<file path="src/rtl/uart_rx_pkt_ctrl.sv">
// uart_rx_pkt_ctrl
// Packet-level receive controller that sits behind a UART byte receiver.
// It hunts for SYNC_BYTE, then collects LEN, CMD, LEN payload bytes and CHK.
// CHK is the XOR of LEN, CMD and every payload byte. A packet that checks
// out is held for the host until acknowledged. Faults are reported as
// one-cycle error pulses.
//
// Handshakes:
//   Receiver side: i_rx_done is a one-cycle strobe qualifying i_rx_byte.
//   Bytes cannot be back-pressured, so any strobe that arrives while a
//   packet is held is dropped and flagged on o_err_drop.
//   Host side: o_pkt_valid stays high until the host samples i_pkt_ack=1
//   on a clock edge. o_pkt_valid is low from the following cycle.
//   o_pkt_cmd and o_pkt_len stay stable while o_pkt_valid is high.
//
// Ports:
//   i_Clock, reset      clock; synchronous active-high reset
//   i_rx_done/i_rx_byte byte strobe and data from the UART receiver
//   o_pkt_valid         a validated packet is held
//   o_pkt_cmd/o_pkt_len command and payload length of the packet
//   i_rd_addr/o_rd_data payload read port, registered, 1-cycle latency
//   i_pkt_ack           host releases the held packet
//   o_busy              FSM is not idle
//   o_err_*             one-cycle fault pulses (chk, len, timeout, drop)
module uart_rx_pkt_ctrl #(
  parameter logic [7:0] SYNC_BYTE    = 8'hA5,
  parameter int         MAX_LEN      = 16,
  parameter int         TIMEOUT_CLKS = 50000,
  localparam int        LEN_W        = $clog2(MAX_LEN + 1)
) (
  input  logic             i_Clock,
  input  logic             reset,
  input  logic             i_rx_done,
  input  logic [7:0]       i_rx_byte,
  output logic             o_pkt_valid,
  output logic [7:0]       o_pkt_cmd,
  output logic [LEN_W-1:0] o_pkt_len,
  input  logic [LEN_W-1:0] i_rd_addr,
  output logic [7:0]       o_rd_data,
  input  logic             i_pkt_ack,
  output logic             o_busy,
  output logic             o_err_chk,
  output logic             o_err_len,
  output logic             o_err_timeout,
  output logic             o_err_drop
);

  localparam int              TO_W   = $clog2(TIMEOUT_CLKS);
  localparam logic [TO_W-1:0] TO_MAX = TO_W'(TIMEOUT_CLKS - 1);

  typedef enum logic [2:0] {
    S_IDLE, S_LEN, S_CMD, S_PAYLOAD, S_CHK, S_HOLD
  } state_e;

  state_e           state_q, state_d;
  logic [LEN_W-1:0] len_q, len_d;
  logic [7:0]       cmd_q, cmd_d;
  logic [LEN_W-1:0] idx_q, idx_d;
  logic [7:0]       xor_q, xor_d;
  logic [TO_W-1:0]  to_cnt_q, to_cnt_d;
  logic [7:0]       rd_data_q, rd_data_d;
  logic             err_chk_q, err_chk_d;
  logic             err_len_q, err_len_d;
  logic             err_to_q, err_to_d;
  logic             err_drop_q, err_drop_d;
  logic             buf_we;
  logic             in_frame;

  // MAX_LEN+1 entries keep the index width exactly LEN_W. The top entry is
  // never written, and reads of it are masked by the length compare.
  logic [7:0] pbuf_q [MAX_LEN+1];

  always_comb begin
    state_d    = state_q;
    len_d      = len_q;
    cmd_d      = cmd_q;
    idx_d      = idx_q;
    xor_d      = xor_q;
    err_chk_d  = 1'b0;
    err_len_d  = 1'b0;
    err_to_d   = 1'b0;
    err_drop_d = 1'b0;
    buf_we     = 1'b0;

    in_frame = (state_q == S_LEN) || (state_q == S_CMD) ||
               (state_q == S_PAYLOAD) || (state_q == S_CHK);

    // The inter-byte timer only runs inside a frame and restarts on every strobe.
    if (!in_frame || i_rx_done) to_cnt_d = '0;
    else                        to_cnt_d = to_cnt_q + TO_W'(1);

    case (state_q)
      S_IDLE: begin
        if (i_rx_done && (i_rx_byte == SYNC_BYTE)) state_d = S_LEN;
      end
      S_LEN: begin
        if (i_rx_done) begin
          if ((i_rx_byte == 8'h00) || (i_rx_byte > 8'(MAX_LEN))) begin
            err_len_d = 1'b1;
            state_d   = S_IDLE;
          end else begin
            len_d   = LEN_W'(i_rx_byte);
            xor_d   = i_rx_byte;
            state_d = S_CMD;
          end
        end
      end
      S_CMD: begin
        if (i_rx_done) begin
          cmd_d   = i_rx_byte;
          xor_d   = xor_q ^ i_rx_byte;
          idx_d   = '0;
          state_d = S_PAYLOAD;
        end
      end
      S_PAYLOAD: begin
        if (i_rx_done) begin
          buf_we = 1'b1;
          xor_d  = xor_q ^ i_rx_byte;
          idx_d  = idx_q + LEN_W'(1);
          if (idx_q == len_q - LEN_W'(1)) state_d = S_CHK;
        end
      end
      S_CHK: begin
        if (i_rx_done) begin
          if (i_rx_byte == xor_q) begin
            state_d = S_HOLD;
          end else begin
            err_chk_d = 1'b1;
            state_d   = S_IDLE;
          end
        end
      end
      S_HOLD: begin
        // A byte is dropped even when the ack releases the packet in the
        // same cycle. The next packet must start with a fresh SYNC.
        if (i_rx_done) err_drop_d = 1'b1;
        if (i_pkt_ack) state_d = S_IDLE;
      end
      default: state_d = S_IDLE;
    endcase

    // Expiry only happens on a strobe-less cycle, so a byte arriving in the
    // final cycle is processed normally above.
    if (in_frame && !i_rx_done && (to_cnt_q == TO_MAX)) begin
      err_to_d = 1'b1;
      state_d  = S_IDLE;
      to_cnt_d = '0;
    end

    rd_data_d = (i_rd_addr < len_q) ? pbuf_q[i_rd_addr] : 8'h00;
  end

  always_ff @(posedge i_Clock) begin
    if (reset) begin
      state_q    <= S_IDLE;
      len_q      <= '0;
      cmd_q      <= '0;
      idx_q      <= '0;
      xor_q      <= '0;
      to_cnt_q   <= '0;
      rd_data_q  <= '0;
      err_chk_q  <= 1'b0;
      err_len_q  <= 1'b0;
      err_to_q   <= 1'b0;
      err_drop_q <= 1'b0;
    end else begin
      state_q    <= state_d;
      len_q      <= len_d;
      cmd_q      <= cmd_d;
      idx_q      <= idx_d;
      xor_q      <= xor_d;
      to_cnt_q   <= to_cnt_d;
      rd_data_q  <= rd_data_d;
      err_chk_q  <= err_chk_d;
      err_len_q  <= err_len_d;
      err_to_q   <= err_to_d;
      err_drop_q <= err_drop_d;
    end
  end

  // Payload storage is deliberately not reset.
  always_ff @(posedge i_Clock) begin
    if (buf_we && !reset) pbuf_q[idx_q] <= i_rx_byte;
  end

  assign o_pkt_valid   = (state_q == S_HOLD);
  assign o_busy        = (state_q != S_IDLE);
  assign o_pkt_cmd     = cmd_q;
  assign o_pkt_len     = len_q;
  assign o_rd_data     = rd_data_q;
  assign o_err_chk     = err_chk_q;
  assign o_err_len     = err_len_q;
  assign o_err_timeout = err_to_q;
  assign o_err_drop    = err_drop_q;

endmodule

</file>
<file path="config.mk">
export PLATFORM = sky130hd
export DESIGN_NAME = uart_rx_pkt_ctrl
export DESIGN_NICKNAME = d
export VERILOG_FILES = /design/src/rtl/uart_rx_pkt_ctrl.sv
export SDC_FILE = /design/constraint.sdc
export NUM_CORES = 1
export LEC_CHECK = 0
export BUFFER_PORTS_ARGS = -buffer_cell sky130_fd_sc_hd__clkbuf_2
export CORE_MARGIN = 5
export CORE_UTILIZATION = 65
export DETAILED_ROUTE_END_ITERATION = 12
export PLACE_DENSITY = 0.84
export SLEW_MARGIN = 20
export SYNTH_ARGS = -nofsm -noshare
export SYNTH_HDL_FRONTEND = slang
export SYNTH_SLANG_ARGS = --single-unit
export TNS_END_PERCENT = 1
</file>
<file path="constraint.sdc">
create_clock -name i_Clock -period 6.25 [get_ports i_Clock]
set_input_delay 0 -clock i_Clock [delete_from_list [all_inputs] [get_ports i_Clock]]
set_output_delay 0 -clock i_Clock [all_outputs]
set_load 0.01 [all_outputs]
</file>
==> qor.yml <==
final_layout:
  nFillCells: 834
  antenna_cells: 0
  final_common_cell: "edfxtp_1"
  nets: 667
  layout_common_cells: "edfxtp_1, nor2_1, dfxtp_1"
  area.growth.synth_to_final_pct: 10.2
  drive_gt1_share_pct: 17.9
setup_path:
  cp-endpoint: "pbuf_q[16][0]"
  reg2reg_to: "pbuf_q[16][0]"
  end_kind: "flip-flop"
  startpoint: "state_q[2]"
  rr_worst_depth: 4
  path_max_fanout: 12
  timing.rr.start: "state_q[2]"
  r2r_slack_ns: 3.90
  worstPathRequired_ns: 6.31
  start_kind: "flip-flop"
  setup.worst_path.class: "flip-flop to flip-flop"
  crit_arrival_ns: 2.40
routing:
  first_pass_iters: 5
  via_per_inst: 6.29
  ant_nets: 0
  drtIter0Drc: 498
  drc_errors: 0
  num_vias: 5189
  wl_per_cell_um: 21.5
  drt_wl_total_um: 17700
global_route:
  grt_usage_pct: 25.0
  antenna_found_initial: 0
  grt_pass1_wl_um: 27900
  grt_pass1_vias: 5161
  grt_overflow_total: 0
  grt_start_max_net_pins: 50
sta:
  finalSetupViolations: 0
  setup_tns_ns: 0
  tightest_slew_ns: 0.889
  period_minus_slack_ns: 2.35
  hold_violations: 0
  slew_headroom_pct: 40.7
  final.setup_skew_ns: 0.00543
  slew_violations: 0
  finalCritPeriodShare_pct: 37.5
  rsz0062_at_grt: "false"
  clock.fmax_mhz: 426
synth:
  synth_cell_types: 56
  yosysWarnings: 0
  synth_cells: 614
  synth-main-ff-cell: "edfxtp_1"
  ys_async_sr_fraction_pct: 0
  synth_edf_count: 136
  synth_nets: 641
  ys_seq_area_share_pct: 63.7
  synthDominantCellAreaShare_pct: 49.8
  yosys.area.top_type: "edfxtp_1"
  synth_seq_cells: 193
  synth_area_leaders: "edfxtp_1, dfxtp_1, mux4_2"
  syn_area_um2: 8210
  synth.avg_cell_area_um2: 13.4
worst_hold_path:
  whs_path_depth: 4
  hold_class: "primary input to flip-flop"
floorplan:
  dieArea_um2: 15000
  initial_core_util_pct: 65.6
  num_rows: 41
  die_y_um: 122
  num_io_pins: 44
  die_w_um: 122
  core_um2: 12500
place:
  port_buffers: 43
  finalWeightedCongestion: 0.816
  dpl.hpwl_um: 11300
cts:
  post_cts_buffers: 0
  cts_tree: "done"
  clock_path_buffers: 2
  insertion_delay_ns: 0.43
  numCtsBuffers: 17
  cts.sink_count: 193
  cts-root-buf: "clkbuf_16"
  clk_pin_slew_worst_paths_ns: 0.07
  htree_levels: 4
pwr:
  power_uw: 2540
  power.density_nw_per_um2: 281
  vdd_drop_max_v: 0.000158
  p_leak_uw: 0.00301
status:
  outcome: "completed"
job:
  maxCapViolCount: 0
==> logic make-up after synthesis <==
kind of cell / Yosys count / share of synthesized area [%]
AND/OR/NAND/NOR: 178 / 10.8
buffers and inverters: 50 / 2.82
flip-flops: 193 / 63.7
XOR/XNOR: 32 / 3.41
multiplexers: 61 / 10.2
AO/OA/AOI/OAI: 90 / 7.53
adder cells (fa/ha/maj): 10 / 1.52
==> worst max-delay path, cell delays in order (launching register included) <==
cell	delay [ns]
dfxtp_1	0.41
nor2_1	0.33
and4_1	0.34
nand2_1	0.17
nor4b_2	0.72
==> stage by stage <==
step | instance area [um^2] | utilization, % | hold WS (ns) | setup slack, ns | std cells
finish | 9050 | 72.3 | 0.106 | 3.90 | 825
floorplan | 8210 | - | 0.0989 | 3.78 | 614
CTS | 9050 | 72.3 | 0.0779 | 3.94 | 825
detailed placement | 8470 | 67.6 | 0.390 | 3.93 | 792
global placement | 8470 | 67.6 | 0.391 | 4.06 | 792
global route | 9050 | 72.3 | 0.128 | 3.76 | 825
==> worst min path at each step <==
stage / slack (ns) / to / start
6_report: 0.11 / state_q[2] / i_pkt_ack
3_3_place_gp: 0.39 / o_rd_data[6] / o_rd_data[6]
4_1_cts: 0.08 / state_q[2] / i_pkt_ack
2_1_floorplan: 0.1 / pbuf_q[0][0] / i_rx_byte[0]
3_5_place_dp: 0.39 / o_rd_data[0] / o_rd_data[0]
5_1_grt: 0.13 / o_pkt_len[3] / reset
==> cell type report <==
cell class	instances	area [um^2]	area share, %
inverter	12	45.0	0.498
clock buffer	19	433	4.78
sequential	193	5230	57.7
multi-input combinational	371	2760	30.5
timing repair buffer	45	233	2.57
clock inverter	13	140	1.55
tap	172	215	2.38
==> metal layers <==
layer / GRT usage (%) / part of all wire, % / up-vias
met1: 32.5 / 40 / 2541
li1: - / - / 2350
met2: 40.9 / 49 / 254
met4: 10.4 / 3.0 / 0
met5: 0 / 0 / -
met3: 5.71 / 8.4 / 44
==> power by group <==
| group | switching, uW | internal (uW) |
|---|---|---|
| combinational | 79.3 | 42.0 |
| clock | 458 | 588 |
| sequential | 3.35 | 1370 |
| total | 541 | 2000 |
==> timing repair <==
action / in CTS / in global routing
gates resized for setup: 0 / 0
endpoints found under the hold margin: 3 / 0
hold buffers: 1 / 0
==> cell usage after synthesis, types with 4 or more instances <==
cell type and n:
edfxtp_1 136, nor2_1 58, dfxtp_1 57, nand2_1 41, mux2i_1 26, a21oi_1 24, clkbuf_1 20, xnor2_1 20
mux2_2 16, mux4_2 16, nand3_1 16, inv_1 12, nor3_1 12, xor2_1 12, a22oi_1 10, ha_1 10
or3_1 9, a221oi_1 8, buf_2 8, nor2b_1 8, o21ai_1 7, nand4_1 6, buf_4 5, o21ai_0 5
o21bai_1 5, o22ai_1 5, a21o_1 4, o31ai_1 4
==> state kept, by name, indices dropped and copies added, names as in the netlist <==
register       flops
idx_q              5
o_err_chk          1
o_err_drop         1
o_err_len          1
o_err_timeout      1
o_pkt_cmd          8
o_pkt_len          5
o_rd_data          8
pbuf_q           136
state_q            3
to_cnt_q          16
xor_q              8
No activity file was read; power rests on OpenSTA's default activity.
